File: src/rtl/patch_bus_driver.sv
// patch_bus_driver: follows DSi RAM bursts in the mclk domain and, when
// patch_store flags a read burst as patched, drives the patch words onto the
// RAM data bus in place of the real RAM.
//
// state     | meaning
// ----------+-------------------------------------------------------------
// IDLE      | bus released; patch_trigger ignored
// WAIT_TRIG | address edge seen; waiting for patch_trigger or the timeout
// ARMED     | patched read; waiting for the fall before the first sample
// DRIVE     | driving patch words; one word per host sample edge
module patch_bus_driver #(
  parameter int unsigned LATENCY   = 4,
  parameter int unsigned MAX_WORDS = 64
) (
  input  logic        mclk,
  input  logic        reset,
  input  logic        ram_clk,
  input  logic        ram_ce_n,
  input  logic        ram_adv_n,
  input  logic        ram_we_n,
  input  logic        patch_trigger,
  input  logic [15:0] patch_data,
  output logic        patch_data_next,
  output logic [15:0] ram_dq_out,
  output logic        ram_dq_oe,
  output logic        patch_active,
  output logic [15:0] patch_count
);

  typedef enum logic [1:0] {
    IDLE      = 2'd0,
    WAIT_TRIG = 2'd1,
    ARMED     = 2'd2,
    DRIVE     = 2'd3
  } state_t;

  // Edge index (counted after the address edge) whose fall starts driving.
  localparam logic [3:0] EDGE_ARM   = 4'(LATENCY - 1);
  localparam logic [6:0] WORD_LIMIT = 7'(MAX_WORDS);

  // ram_clk gets a third stage so both edges can be detected from s2/s3.
  logic [2:0]  clk_sync_q, clk_sync_d;
  logic [1:0]  ce_sync_q,  ce_sync_d;
  logic [1:0]  adv_sync_q, adv_sync_d;
  logic [1:0]  we_sync_q,  we_sync_d;

  state_t      state_q, state_d;
  logic [3:0]  edge_cnt_q, edge_cnt_d;
  logic [6:0]  word_cnt_q, word_cnt_d;
  logic        is_write_q, is_write_d;
  logic [15:0] dq_out_q, dq_out_d;
  logic        dq_oe_q, dq_oe_d;
  logic        data_next_q, data_next_d;
  logic        patch_active_q, patch_active_d;
  logic [15:0] patch_count_q, patch_count_d;

  logic rise;
  logic fall;
  logic ce_n_s;
  logic adv_n_s;
  logic we_n_s;
  logic addr_edge;

  // Shift each raw RAM signal one stage further down its synchronizer.
  always_comb begin
    clk_sync_d = {clk_sync_q[1:0], ram_clk};
    ce_sync_d  = {ce_sync_q[0],  ram_ce_n};
    adv_sync_d = {adv_sync_q[0], ram_adv_n};
    we_sync_d  = {we_sync_q[0],  ram_we_n};
  end

  // Synchronizer flops: RAM clock idles low, active-low controls idle high.
  always_ff @(posedge mclk or posedge reset) begin
    if (reset) begin
      clk_sync_q <= 3'b000;
      ce_sync_q  <= 2'b11;
      adv_sync_q <= 2'b11;
      we_sync_q  <= 2'b11;
    end else begin
      clk_sync_q <= clk_sync_d;
      ce_sync_q  <= ce_sync_d;
      adv_sync_q <= adv_sync_d;
      we_sync_q  <= we_sync_d;
    end
  end

  assign rise      = clk_sync_q[1] & ~clk_sync_q[2];
  assign fall      = ~clk_sync_q[1] & clk_sync_q[2];
  assign ce_n_s    = ce_sync_q[1];
  assign adv_n_s   = adv_sync_q[1];
  assign we_n_s    = we_sync_q[1];
  assign addr_edge = rise & ~ce_n_s & ~adv_n_s;

  // Next-state, counters and bus outputs; end of burst beats address edge,
  // which beats anything the current state wants to do.
  always_comb begin
    state_d        = state_q;
    edge_cnt_d     = edge_cnt_q;
    word_cnt_d     = word_cnt_q;
    is_write_d     = is_write_q;
    dq_out_d       = dq_out_q;
    dq_oe_d        = dq_oe_q;
    data_next_d    = 1'b0;
    patch_count_d  = patch_count_q;

    if (rise && !addr_edge && (edge_cnt_q != 4'hF)) begin
      edge_cnt_d = edge_cnt_q + 4'd1;
    end

    if (ce_n_s) begin
      state_d = IDLE;
      dq_oe_d = 1'b0;
    end else if (addr_edge) begin
      state_d    = WAIT_TRIG;
      dq_oe_d    = 1'b0;
      edge_cnt_d = 4'd0;
      word_cnt_d = 7'd0;
      is_write_d = ~we_n_s;
    end else begin
      unique case (state_q)
        IDLE: begin
          dq_oe_d = 1'b0;
        end
        WAIT_TRIG: begin
          if (patch_trigger) begin
            if (!is_write_q) begin
              state_d = ARMED;
              if (patch_count_q != 16'hFFFF) begin
                patch_count_d = patch_count_q + 16'd1;
              end
            end else begin
              state_d = IDLE;
            end
          end else if (edge_cnt_q >= EDGE_ARM) begin
            // Too late to patch: let the real RAM answer this burst.
            state_d = IDLE;
          end
        end
        ARMED: begin
          if (fall && (edge_cnt_q >= EDGE_ARM)) begin
            dq_out_d = patch_data;
            dq_oe_d  = 1'b1;
            state_d  = DRIVE;
          end
        end
        DRIVE: begin
          if (rise) begin
            word_cnt_d  = word_cnt_q + 7'd1;
            data_next_d = 1'b1;
            if ((word_cnt_q + 7'd1) >= WORD_LIMIT) begin
              state_d = IDLE;
              dq_oe_d = 1'b0;
            end
          end else if (fall) begin
            dq_out_d = patch_data;
          end
        end
        default: begin
          state_d = IDLE;
          dq_oe_d = 1'b0;
        end
      endcase
    end

    patch_active_d = (state_d == ARMED) || (state_d == DRIVE);
  end

  // State, counters and registered outputs; reset drops the bus at once.
  always_ff @(posedge mclk or posedge reset) begin
    if (reset) begin
      state_q        <= IDLE;
      edge_cnt_q     <= 4'd0;
      word_cnt_q     <= 7'd0;
      is_write_q     <= 1'b0;
      dq_out_q       <= 16'h0000;
      dq_oe_q        <= 1'b0;
      data_next_q    <= 1'b0;
      patch_active_q <= 1'b0;
      patch_count_q  <= 16'h0000;
    end else begin
      state_q        <= state_d;
      edge_cnt_q     <= edge_cnt_d;
      word_cnt_q     <= word_cnt_d;
      is_write_q     <= is_write_d;
      dq_out_q       <= dq_out_d;
      dq_oe_q        <= dq_oe_d;
      data_next_q    <= data_next_d;
      patch_active_q <= patch_active_d;
      patch_count_q  <= patch_count_d;
    end
  end

  assign patch_data_next = data_next_q;
  assign ram_dq_out      = dq_out_q;
  assign ram_dq_oe       = dq_oe_q;
  assign patch_active    = patch_active_q;
  assign patch_count     = patch_count_q;

endmodule
File: config.mk
export PLATFORM = sky130hd
export DESIGN_NAME = patch_bus_driver
export DESIGN_NICKNAME = d
export VERILOG_FILES = /design/src/rtl/patch_bus_driver.sv
export SDC_FILE = /design/constraint.sdc
export NUM_CORES = 1
export LEC_CHECK = 0
export CORE_ASPECT_RATIO = 1.5
export CORE_UTILIZATION = 50
export CTS_CLUSTER_DIAMETER = 150
export CTS_CLUSTER_SIZE = 25
export DETAILED_ROUTE_END_ITERATION = 10
export GPL_TIMING_DRIVEN = 1
export PLACE_DENSITY = 0.8
export SKIP_LAST_GASP = 1
export SLEW_MARGIN = 10
export SYNTH_ARGS = -nofsm -noshare
export SYNTH_HDL_FRONTEND = slang
export SYNTH_SLANG_ARGS = --single-unit
File: constraint.sdc
create_clock -name mclk -period 2.7 [get_ports mclk]
set_clock_uncertainty 0.1 [all_clocks]
set_input_delay 0.54 -clock mclk [delete_from_list [all_inputs] [get_ports mclk]]
set_output_delay 0.54 -clock mclk [all_outputs]
set_load 0.05 [all_outputs]
==> out/results.tsv, run 1 <==
stage	metric	value	unit
clocking	Clock Sinks	58	
cells_and_area	commonest non-fill, non-tap cell in the layout	clkdlybuf4s50_1	
critical_path	CP arrival	2.49	ns
worst_hold_path	Hold Path Class	reg -> reg	
floorplanning	Die ar.	0.00547	mm^2
drt	wire length per cell	14.5	um
global_routing	total track usage	21.7	%
cells_and_area	synth-to-layout area growth	33.3	%
yosys	Post-synth EDFFs	0	
critical_path	Req. time, crit path	2.81	ns
clocking	clk_lat worst skew	0.33	ns
placed_design	Routability Congestion	0.882	
sta	setup violators final	0	
floorplanning	Die Span Y	90.1	um
floorplanning	CORE AREA	0.00489	mm^2
power_and_ir_drop	Power Dens Cells	611	mW/mm^2
run_status	status	complete, no violations	
yosys	syn nets	241	
yosys	Synth Register Bits	58	
critical_path	CP max FO	16	
clocking	CTS clk-pin slew, worst paths	0.06	ns
placed_design	Placement Setup Slack	0.272	ns
drt	Routed Antenna Nets	0	
floorplanning	DIE WIDTH	60.7	um
yosys	Syn Inst Count	215	
sta	post-layout min period	2.38	ns
drt	vias	1964	
cells_and_area	Post-Route Utilization	70.5	%
drt	post-detailed-routing wire length	5120	um
cells_and_area	FF/Latch Area	0.00146	mm^2
power_and_ir_drop	static leakage	1.48	nW
sta	Slew headroom	29.1	%
yosys	sequential element share of the synthesized area	56.4	%
sta	setup TNS	0	ns
sta	PnR worst setup slack	0.317	ns
clocking	clock buffer depth	2	
drt	# DRC	0	
clocking	Post-CTS Setup Repair Bufs	0	
placed_design	DP HPWL	3650	um
drt	drt first pass iters	4	
global_routing	number of global-route vias before repair	2035	
global_routing	GRT overflow	0	
clocking	Post-CTS Hold Buffers	0	
sta	RSZ-0062 raised after global routing	no	
floorplanning	Boundary Pins	58	
cells_and_area	Final Non-Filler Cells	354	
cells_and_area	footprint of the multi-input gates	0.00108	mm^2
clocking	CTS tree	done	
sta	Final Hold Vio Count	0	
global_routing	initial antenna violation count	0	
cells_and_area	most frequent cells in the layout	57 x clkdlybuf4s50_1, 52 x dfrtp_1, 18 x mux2_2, 13 x nand3_1	
critical_path	Crit. End Element	register	
yosys	Post-Synthesis Cell Area	0.00259	mm^2
power_and_ir_drop	Worst VDD drop	0.533	mV
yosys	post-synth cell types	46	
cells_and_area	# diodes	0	
placed_design	PortBufs	57	
cells_and_area	fill count	378	
run	max_cap viols	0	
sta	Max Clock Freq	420	MHz
floorplanning	row count	31	
drt	drt via density	5.55	
yosys	synthesized area per cell	12.0	um^2
clocking	Clock Root Buffer	clkbuf_8	
sta	final max-slew violation count	0	
clocking	Num CTS Buffers	9	
clocking	post-cts sizing count	0	
yosys	ys flop type	dfrtp_1	
drt	Iter 0 DRT Violations	60	
global_routing	first-pass GRT wire length	8730	um
clocking	H-tree levels	3	
placed_design	DP Cell Count	338	
sta	slew at the pin with the worst max-slew slack	1.06	ns
global_routing	pin count of the biggest net entering global routing	59	
power_and_ir_drop	total power	2.11	mW
sta	period utilization	88.3	%
cells_and_area	layout cells sized above 1	16.3	%
yosys	FFs w/ async S/R, synth	100	%
critical_path	startpoint types	register	
cells_and_area	Final nets	309	
critical_path	critical path type	reg -> reg	
yosys	synth warn	0	
floorplanning	Starting Density	52.9	%
## flip-flops by register name, indices dropped and copies added, names as in the netlist
signal and cells:
patch_count 16, patch_data_next 1, ram_dq_oe 1, is_write_q 1, patch_active 1, clk_sync_q 3, adv_sync_q 2, ce_sync_q 2
word_cnt_q 7, ram_dq_out 16, state_q 2, we_sync_q 2, edge_cnt_q 4
## metrics by stage
step           cell area (um^2)  hold slack [ns]
6_report                   3450            0.248
5_1_grt                    3450            0.257
4_1_cts                    3450            0.249
3_5_place_dp               3260            0.235
3_3_place_gp               3260            0.232
2_1_floorplan              2590            0.231
## worst max-delay path, stage by stage, from the launching register on
cell	delay [ns]
dfrtp_1	0.39
ha_1	0.24
nor3_1	0.12
a2111oi_4	0.99
mux2_2	0.42
## area by class of cell
class,count,share of cell area [%]
well taps,66,2.40
repair buffers,61,17.8
clock buffers,13,4.32
inverters,7,0.762
flip-flops and latches,58,42.3
clock inverters,3,1.16
multi-input cells,146,31.3
## cells by family (layout without fill, tap and decap cells)
family | Yosys count | count (layout) | synth area share (%)
AOI/OAI and AO/OA | 34 | 34 | 9.14
xor gates and xnor gates | 15 | 15 | 5.08
adders and majority gates | 3 | 3 | 1.45
buffers and inverters | 11 | 84 | 1.94
DFF | 58 | 58 | 56.4
muxes | 19 | 19 | 8.22
and+or+nand+nor | 75 | 75 | 17.8
## Yosys cell counts (all sizes together), types with 2 or more instances
cell type | count | area, um^2
nor4 | 4 | 37.5
dfrtp | 52 | 1300
xor2 | 4 | 35.0
ha | 3 | 37.5
a21o | 2 | 15.0
inv | 7 | 26.3
and3 | 5 | 31.3
nor3b | 3 | 22.5
nor2b | 3 | 18.8
nor3 | 5 | 25.0
nand2b | 2 | 12.5
nand3 | 13 | 65.1
o21ai | 10 | 53.8
dfstp | 6 | 158
nand2 | 6 | 22.5
a22o | 2 | 17.5
mux2 | 18 | 203
nand4 | 9 | 56.3
clkbuf | 2 | 7.51
a21oi | 6 | 30.0
or3 | 4 | 25.0
nor2 | 11 | 41.3
a31oi | 4 | 25.0
xnor2 | 11 | 96.3
and4 | 3 | 26.3
buf | 2 | 16.3
a211oi | 3 | 22.5
## path summary, 6_finish.rpt
| kind | slack (ns) | from | cells past startpoint | endpoint |
|---|---|---|---|---|
| max | 0.32 | edge_cnt_q[0] | 4 | ram_dq_out[9] |
| min in group asynchronous | 0.47 | reset | 3 | word_cnt_q[0] |
| min | 0.25 | clk_sync_q[0] | 0 | clk_sync_q[1] |
| max reg2reg | 0.32 | edge_cnt_q[0] | 4 | ram_dq_out[9] |
| max in group asynchronous | 1.73 | reset | 3 | ce_sync_q[1] |
| min reg2reg | 0.25 | clk_sync_q[0] | 0 | clk_sync_q[1] |
## layer usage
layer  wire, um  track usage (%)
met1       2110             25.2
met2       2650             34.3
met3        261             6.33
met4        107             12.5
met5          0                0
## where the power goes
| part | switching (mW) | internal (mW) |
|---|---|---|
| Clock | 0.319 | 0.449 |
| Combinational | 0.197 | 0.140 |
| Sequential | 0.0636 | 0.938 |
(Power assumes the default switching activity.)
==> run 2: changes to the inputs <==
Settings changed: CAP_MARGIN from default to 10, SLEW_MARGIN 10 to 0.
==> results of run 2 <==
No change in the layout: final DEF, timing and power equal those of run 1.
==> run 3: changes to the inputs <==
Settings changed: CORE_ASPECT_RATIO 1.5 to 0.5.
==> out/results.tsv, run 3 (synthesis results as in run 1) <==
stage	metric	value	unit
drt	drt first pass iters	6	
sta	Max Clock Freq	417	MHz
cells_and_area	Final nets	307	
placed_design	Routability Congestion	0.899	
sta	setup TNS	0	ns
clocking	clock buffer depth	2	
critical_path	CP max stage delay	1.01	ns
worst_hold_path	Hold Path Class	reg -> reg	
placed_design	Placement Setup Slack	0.269	ns
critical_path	startpoint types	register	
sta	Slew headroom	27.7	%
cells_and_area	Post-Route Utilization	69.9	%
sta	period utilization	88.8	%
power_and_ir_drop	Worst VDD drop	0.371	mV
clocking	Post-CTS Setup Repair Bufs	0	
cells_and_area	fill count	376	
sta	slew at the pin with the worst max-slew slack	1.09	ns
cells_and_area	# diodes	0	
clocking	clk_lat worst skew	0.33	ns
placed_design	PortBufs	57	
clocking	Clock Sinks	58	
cells_and_area	commonest non-fill, non-tap cell in the layout	clkdlybuf4s50_1	
critical_path	CP cell instances	ha_1 > nor3_1 > a2111oi_4 > mux2_2	
sta	setup violators final	0	
drt	drt via density	5.38	
critical_path	Req. time, crit path	2.81	ns
floorplanning	row count	18	
cells_and_area	layout cells sized above 1	16.8	%
clocking	CTS tree	done	
clocking	post-cts sizing count	0	
drt	Iter 0 DRT Violations	67	
critical_path	critical path type	reg -> reg	
sta	final max-slew violation count	0	
run_status	status	complete, no violations	
critical_path	CP max FO	16	
critical_path	CP max stage cell	a2111oi_4	
global_routing	GRT overflow	0	
clocking	Post-CTS Hold Buffers	0	
cells_and_area	synth-to-layout area growth	34.0	%
power_and_ir_drop	static leakage	1.47	nW
critical_path	Crit. End Element	register	
sta	post-layout min period	2.40	ns
global_routing	total track usage	20.5	%
run	max_cap viols	0	
power_and_ir_drop	Power Dens Cells	635	mW/mm^2
sta	PnR worst setup slack	0.302	ns
global_routing	first-pass GRT wire length	8510	um
floorplanning	DIE WIDTH	104	um
global_routing	initial antenna violation count	0	
cells_and_area	most frequent cells in the layout	57 x clkdlybuf4s50_1, 52 x dfrtp_1, 18 x mux2_2, 13 x nand3_1	
drt	wire length per cell	14.3	um
sta	RSZ-0062 raised after global routing	no	
drt	post-detailed-routing wire length	5090	um
floorplanning	Die Span Y	52.9	um
global_routing	number of global-route vias before repair	1904	
floorplanning	CORE AREA	0.00495	mm^2
clocking	Num CTS Buffers	9	
placed_design	DP HPWL	3720	um
clocking	H-tree levels	3	
critical_path	worst path bufs/invs	0	
global_routing	pin count of the biggest net entering global routing	41	
sta	Final Hold Vio Count	0	
clocking	CTS clk-pin slew, worst paths	0.07	ns
drt	vias	1917	
drt	Routed Antenna Nets	0	
floorplanning	Starting Density	52.2	%
floorplanning	Boundary Pins	58	
floorplanning	Die ar.	0.00548	mm^2
critical_path	delay-heaviest family, CP	compound AO/OA/AOI/OAI gates	
drt	# DRC	0	
critical_path	CP arrival	2.51	ns
clocking	Clock Root Buffer	clkbuf_8	
## run 3: cell count changes in the layout (fill, tap and decap cells not counted), sizes merged
cell,delta
clkinv,+1
buf,-2
clkinvlp,+2
bufinv,+1
clkbuf,-4
## run 3: per-stage QoR
step	hold slack, ns	total power [mW]	area (um^2)	cells
detailed placement	0.246	1.36	3250	340
global placement	0.236	1.34	3250	340
global route	0.264	2.30	3470	356
CTS	0.259	2.22	3470	356
floorplan	0.231	1.23	2590	215
finish	0.258	2.20	3470	356
## run 3: power breakdown
group          total [mW]  internal [mW]  switching [mW]
Clock               0.859          0.517           0.342
Combinational       0.336          0.140           0.196
Sequential           1.00          0.938          0.0667
Total                2.20           1.59           0.605
## run 3: layer usage
| layer | part of all wire, % | track usage (%) | vias up |
|---|---|---|---|
| met5 | 0 | 0 | - |
| met4 | 0.39 | 8.10 | 0 |
| met3 | 4.3 | 6.90 | 4 |
| met2 | 49 | 35.9 | 51 |
| met1 | 46 | 24.1 | 941 |
| li1 | - | - | 921 |
## run 3: path summary, 6_finish.rpt
check | to | slack [ns] | start | cells after the start
worst max-delay path | ram_dq_out[11] | 0.30 | edge_cnt_q[0] | 4
worst min-delay path | ce_sync_q[1] | 0.26 | ce_sync_q[0] | 0
worst min register to register | ce_sync_q[1] | 0.26 | ce_sync_q[0] | 0
worst max register to register | ram_dq_out[11] | 0.30 | edge_cnt_q[0] | 4
min in group asynchronous | word_cnt_q[5] | 0.44 | reset | 2
max in group asynchronous | ce_sync_q[1] | 1.45 | reset | 3
## run 3: area by class of cell
cell class / instances / area [um^2] / share of cell area [%]
clock inverter: 7 / 93.8 / 2.71
inverter: 7 / 26.3 / 0.758
timing repair buffer: 59 / 598 / 17.3
multi-input combinational: 146 / 1080 / 31.1
tap: 70 / 87.6 / 2.53
sequential: 58 / 1460 / 42.1
clock buffer: 9 / 124 / 3.57
